`src/rtl/mem_port_arbiter.sv`:
```
// Single-ported memory arbiter between instruction fetch and load/store paths.
// Build option: define ARB_ROUND_ROBIN_EN for alternating priority instead of data-first with starvation guard.
module mem_port_arbiter #(
  parameter int ADDR_W     = 32,
  parameter int DATA_W     = 32,
  parameter int STARVE_MAX = 4
) (
  input  logic              i_clk,
  input  logic              i_rst_n,
  input  logic              i_if_req,
  input  logic [ADDR_W-1:0] i_if_addr,
  output logic              o_if_ack,
  output logic [DATA_W-1:0] o_if_rdata,
  input  logic              i_d_req,
  input  logic              i_d_we,
  input  logic [ADDR_W-1:0] i_d_addr,
  input  logic [DATA_W-1:0] i_d_wdata,
  output logic              o_d_ack,
  output logic [DATA_W-1:0] o_d_rdata,
  output logic              o_mem_req,
  output logic              o_mem_we,
  output logic [ADDR_W-1:0] o_mem_addr,
  output logic [DATA_W-1:0] o_mem_wdata,
  input  logic              i_mem_ack,
  input  logic [DATA_W-1:0] i_mem_rdata,
  output logic              o_stall
);

  typedef enum logic [1:0] {S_IDLE, S_BUS, S_DONE} state_t;

  state_t            r_state;
  logic              r_owner_d;
  logic              r_mem_req;
  logic              r_mem_we;
  logic [ADDR_W-1:0] r_mem_addr;
  logic [DATA_W-1:0] r_mem_wdata;
  logic              r_if_ack;
  logic              r_d_ack;
  logic [DATA_W-1:0] r_if_rdata;
  logic [DATA_W-1:0] r_d_rdata;
  logic              w_pick_d;

`ifdef ARB_ROUND_ROBIN_EN
  logic r_last_d;

  // Resets to "fetch was last" so data wins the first contested grant.
  always_comb begin
    w_pick_d = i_d_req & (~i_if_req | ~r_last_d);
  end
`else
  localparam logic [3:0] LP_STARVE_MAX = 4'(STARVE_MAX);
  logic [3:0] r_starve;

  always_comb begin
    w_pick_d = i_d_req & ~(i_if_req & (r_starve == LP_STARVE_MAX));
  end
`endif

  always_ff @(posedge i_clk or negedge i_rst_n) begin
    if (!i_rst_n) begin
      r_state     <= S_IDLE;
      r_owner_d   <= 1'b0;
      r_mem_req   <= 1'b0;
      r_mem_we    <= 1'b0;
      r_mem_addr  <= '0;
      r_mem_wdata <= '0;
      r_if_ack    <= 1'b0;
      r_d_ack     <= 1'b0;
      r_if_rdata  <= '0;
      r_d_rdata   <= '0;
`ifdef ARB_ROUND_ROBIN_EN
      r_last_d    <= 1'b0;
`else
      r_starve    <= '0;
`endif
    end else begin
      case (r_state)
        S_IDLE: begin
`ifndef ARB_ROUND_ROBIN_EN
          if (!i_if_req) begin
            r_starve <= '0;
          end
`endif
          if (i_if_req | i_d_req) begin
            r_state     <= S_BUS;
            r_mem_req   <= 1'b1;
            r_owner_d   <= w_pick_d;
            r_mem_we    <= w_pick_d & i_d_we;
            r_mem_addr  <= w_pick_d ? i_d_addr : i_if_addr;
            r_mem_wdata <= w_pick_d ? i_d_wdata : '0;
`ifdef ARB_ROUND_ROBIN_EN
            r_last_d    <= w_pick_d;
`else
            if (!w_pick_d) begin
              r_starve <= '0;
            end else if (i_if_req && (r_starve != LP_STARVE_MAX)) begin
              r_starve <= r_starve + 4'd1;
            end
`endif
          end
        end
        S_BUS: begin
          if (i_mem_ack) begin
            r_state   <= S_DONE;
            r_mem_req <= 1'b0;
            if (r_owner_d) begin
              r_d_ack <= 1'b1;
              if (!r_mem_we) begin
                r_d_rdata <= i_mem_rdata;
              end
            end else begin
              r_if_ack   <= 1'b1;
              r_if_rdata <= i_mem_rdata;
            end
          end
        end
        S_DONE: begin
          r_if_ack <= 1'b0;
          r_d_ack  <= 1'b0;
          r_state  <= S_IDLE;
        end
        default: begin
          r_state <= S_IDLE;
        end
      endcase
    end
  end

  assign o_if_ack    = r_if_ack;
  assign o_if_rdata  = r_if_rdata;
  assign o_d_ack     = r_d_ack;
  assign o_d_rdata   = r_d_rdata;
  assign o_mem_req   = r_mem_req;
  assign o_mem_we    = r_mem_we;
  assign o_mem_addr  = r_mem_addr;
  assign o_mem_wdata = r_mem_wdata;
  assign o_stall     = (i_if_req & ~r_if_ack) | (i_d_req & ~r_d_ack);

endmodule
```
`config.mk`:
```
export PLATFORM = sky130hd
export DESIGN_NAME = mem_port_arbiter
export DESIGN_NICKNAME = d
export VERILOG_FILES = /design/src/rtl/mem_port_arbiter.sv
export SDC_FILE = /design/constraint.sdc
export NUM_CORES = 1
export LEC_CHECK = 0
export ABC_CLOCK_PERIOD_IN_PS = 4800
export CORE_MARGIN = 5
export CORE_UTILIZATION = 44
export DETAILED_ROUTE_END_ITERATION = 12
export GPL_TIMING_DRIVEN = 0
export PLACE_DENSITY = 0.85
export SETUP_SLACK_MARGIN = 0.4
export SLEW_MARGIN = 20
export SYNTH_ARGS = -nofsm -noshare
export SYNTH_HDL_FRONTEND = slang
export SYNTH_SLANG_ARGS = --single-unit
```
`constraint.sdc`:
```
create_clock -name i_clk -period 4.8 [get_ports i_clk]
set_clock_uncertainty 0.1 [all_clocks]
set_input_delay 0.96 -clock i_clk [delete_from_list [all_inputs] [get_ports i_clk]]
set_output_delay 0.96 -clock i_clk [all_outputs]
set_load 0.02 [all_outputs]
```
After elaboration in Yosys (flattened, before gate mapping)
Cells that the tools add are included.

$add $sub $neg: 1. Multiply operators: 0. Div/mod/pow operators: 0. Magnitude comparators: 0. Eq/ne operators: 8. Shift operators: 0. Muxes and demuxes: 18. Bitwise gates (word level): 12. Reduce and logical (&&, ||, !) cells: 11.

Operator list (count): 2-to-1 mux 32 bit (2); 2-to-1 mux 4 bit (4); AND reduction 3 bit (4); != test 2 bit (second input constant) (4); 2-to-1 mux 1 bit (6); case mux 1 bit (2 select lines) (3); AND 1 bit (5); inverter 1 bit (5); adder 4 x 1 -> 4 bit (second input constant) (1); == test 4 x 3 -> 1 bit (second input constant) (1); 2-to-1 mux 2 bit (2); != test 4 x 3 -> 1 bit (second input constant) (1); case mux 2 bit (2 select lines) (1); AND reduction 2 bit (2); AND reduction 4 bit (1); nonzero test 2 bit (2); == test 2 x 1 -> 1 bit (second input constant) (1); == test 2 bit (second input constant) (1); zero test 2 bit (1); bitwise OR 1 bit (2); logical AND 1 bit (1).

Bits in registers: 139. Bits in latches: 0. Memory bits (writable): 0. ROM bits: 0. Input port bits: 134. Output and inout port bits: 133. Memories: 0.

Depth between registers and ports, before layout
Depth after elaboration: 6. Mapped depth: 7. Gate-level depth less buffers: 5.

Worst setup path after synthesis
No wires, ideal clock.

Kind: input to output. Start point: input i_d_req. End point: output o_stall. Arrival: 1.513 ns. Data required time: 3.740 ns. Path slack: 2.227 ns. Stages on the path: 3. Cells stage by stage: buf_2 inv_1 o22ai_1.

Cells in the longest elaborated chain, start to end: 2.

Ends and longest elaborated chain: start: declaration (RTL line 14) `input logic i_d_req,`; AND 1 bit (RTL line 137) `assign o_stall = (i_if_req & ~r_if_ack) | (i_d_req & ~r_d_ack);`; bitwise OR 1 bit (RTL line 137); end: declaration (RTL line 26) `output logic o_stall`.

No other way between the ends.

Worst setup path after layout
Start point: input i_if_req. End point: output o_stall.

Cells in the longest elaborated chain, start to end: 2.

Ends and longest elaborated chain: start: declaration (RTL line 10) `input logic i_if_req,`; AND 1 bit (RTL line 137); bitwise OR 1 bit (RTL line 137).

No other way between the ends.

==> reports/metrics.csv <==
metric,value,unit
Yosys warning total,0,
Synth top cells by count,"dfrtp_1 (139), mux2_2 (62), inv_1 (40)",
total grt overflow,0,
Root Driver,clkbuf_16,
Cells after Synth,448,
final estimated routing congestion in global placement,0.8044,
PwrDens,713.8,nW/um^2
Final Util,0.7286,
final setup violating endpoints,0,
top_reg_cell synth,dfrtp_1,
Num CTS Buffers,17,
design area,9233,sq um
Worst Path Max Fanout,4,
post-synthesis sequential area ratio,0.6103,
# nets final,869,
fillers,895,
core area,12670,sq um
Post-CTS Setup Repair Bufs,0,
H-tree Lvls,4,
largest net degree at the start of global routing,102,
first-pass GRT wire length,27.12,mm
first drt pass iteration count,6,
"Async S/R FF share, synth",1.000,
max_cap viols,0,
CTS tree,yes,
routed vias,4907,
via density per instance,5.345,
vias in the first global route,5273,
period utilization,0.7194,
synthesis-stage register bit count,139,
Inserted Diodes,0,
Slew HR,0.6425,
Most common cell on crit path,clkdlybuf4s50_1,
Final Max Tran Viols,0,
WL per Instance,19.44,microns
die area,15330,sq um
CP Class,in -> out,
I/O pin cnt,267,
All-Layer GR Usage,0.2325,
ranking of synthesized cells by area,"dfrtp_1 (61%), mux2_2 (12%), a22o_1 (5.1%)",
Synth Net Count,584,
Placed Instances,886,
CP Cell Sequence,clkdlybuf4s50_1 > inv_1 > o22ai_1 > clkdlybuf4s50_1,
Post-DRT Antenna Nets,0,
Skew-Pair Late Insertion Delay,0.41,ns
Critical-path top delay cell,clkdlybuf4s50_1,
Final Instance Count excl. Fillers,918,
VDD IR max,0.4446,mV
Post-synth EDFFs,0,
status,completed,
Multi-input gate area,1892,sq um
"Avg Cell Area, Syn",12.72,sq um
Slew @ Worst Pin,0.5362,ns
Final Routed Wirelength,17.85,mm
die span in y,123.8,microns
drt drc,0,
IO buf count,265,
storage element area,3478,sq um
crit path launch type,input port,
Hold Fails Final Rpt,0,
post-DP HPWL,13.28,mm
Initial Util,0.4498,
min Tclk post-route,3.453,ns
deepest clock path buffer count,2,
dominant cell type by area after synthesis,dfrtp_1,
post-cts gate resize count,0,
Hold Crit Class,in -> async,
layout cells sized above 1,0.1568,
clock sinks,139,
CP endpoint kind,primary output,
most common cell in the synthesized netlist,dfrtp_1,
"Req. time, crit path",3.74,ns
Static Leak,3.918,nW
CP arrival,2.39,ns
clk slew on worst S/H paths,0.06,ns
hold buffer count at CTS,0,
Syn-to-layout area delta,62.00,%
RSZ-0062 raised after global routing,no,
Synth cell types,29,
initial DRC count,364,
Max stage delay on crit path,0.67,ns
Chip Width,123.8,microns
Post-Syn Area,5699,sq um
Synth top area share,0.6103,
antenna violations before repair,0,
Rows,41,
area post-placement,8600,sq um
Max Clock Freq,289.6,MHz
==> registers in the layout (all words and copies together), names as in the netlist, 2 cells and up <==
register     flops
o_if_rdata      32
r_starve         4
r_state          2
o_mem_wdata     32
o_d_rdata       32
o_mem_addr      32
==> power breakdown <==
part	internal (W)	switching, W
logic	0.00156	0.00158
clock network	0.000889	0.000501
registers	0.00173	0.000331
==> cell families (layout without fill, tap and decap cells) <==
group                    after synthesis  after routing  share of synthesized area
flip-flops                           139            139                     0.6103
buffers and inverters                 78            376                    0.05774
AND/OR/NAND/NOR                       86             86                    0.08562
multiplexers                          64             64                     0.1265
AO/OA/AOI/OAI                         79             79                     0.1155
adder cells (fa/ha/maj)                2              2                   0.004390
==> layout by cell type (no fill, tap or decap), types with 2 or more instances in the layout <==
master / n
and2_1: 2
mux2_1: 2
buf_2: 11
clkbuf_16: 17
clkinv_2: 2
inv_6: 3
clkdlybuf4s50_1: 264
clkbuf_1: 22
ha_1: 2
dfrtp_1: 139
a22o_1: 33
or2_2: 2
inv_1: 40
mux2_2: 62
o221ai_1: 32
nor2_1: 2
nand2_1: 7
o22ai_1: 3
buf_4: 6
o21ai_0: 5
nand3_1: 34
clkinv_4: 3
nand4_1: 33
a31oi_1: 2
bufinv_16: 4
==> final cells by class <==
class	count	share of cell area
Sequential cell	139	0.3767
Timing Repair Buffer	266	0.2908
Multi-Input combinational cell	231	0.2049
Clock buffer	19	0.04797
Tap cell	172	0.02331
Clock inverter	13	0.02060
Buffer	38	0.01938
Inverter	40	0.01626
==> final timing paths <==
| check | slack [ns] | endpoint | from | depth (start not counted) |
|---|---|---|---|---|
| max | 1.35 | o_stall | i_if_req | 4 |
| min | 0.31 | o_if_rdata[11]$_DFFE_PN0P_ | i_rst_n | 1 |
| max reg2reg | 2.61 | o_mem_addr[10]$_DFFE_PN0P_ | r_starve[0]$_DFFE_PN0N_ | 7 |
| min reg2reg | 0.40 | o_d_rdata[16]$_DFFE_PN0P_ | o_d_rdata[16]$_DFFE_PN0P_ | 1 |
| max in group asynchronous | 3.52 | o_mem_wdata[10]$_DFFE_PN0P_ | i_rst_n | 2 |
| min in group i_clk | 0.40 | o_d_rdata[16]$_DFFE_PN0P_ | o_d_rdata[16]$_DFFE_PN0P_ | 1 |
==> metal layers <==
| layer | GRT usage | share of wire | vias to the layer above | wire length, microns |
|---|---|---|---|---|
| li1 | - | - | 2229 | - |
| met1 | 0.2697 | 0.37 | 2379 | 6667 |
| met2 | 0.3968 | 0.51 | 263 | 9082 |
| met3 | 0.07221 | 0.089 | 36 | 1591 |
| met4 | 0.1010 | 0.028 | 0 | 503 |
| met5 | 0 | 0 | - | 0 |
==> stage by stage <==
stage               hold slack (ns)  setup TNS (ns)  setup WS, ns  power, W
floorplan                    0.3861               0         2.227  0.003634
global placement             0.3706         -347.05        -2.507  0.005104
detailed placement           0.3794               0         1.350  0.005219
CTS                          0.3002               0         1.350  0.006645
global route                 0.3146               0         1.294  0.006919
finish                       0.3122               0         1.347  0.006590
==> critical path, delay by kind of cell <==
family / cells / cell delay, ns
compound gates: 1 / 0.17
buf+inv: 3 / 1.26
Power figures use the tool's default switching activity.
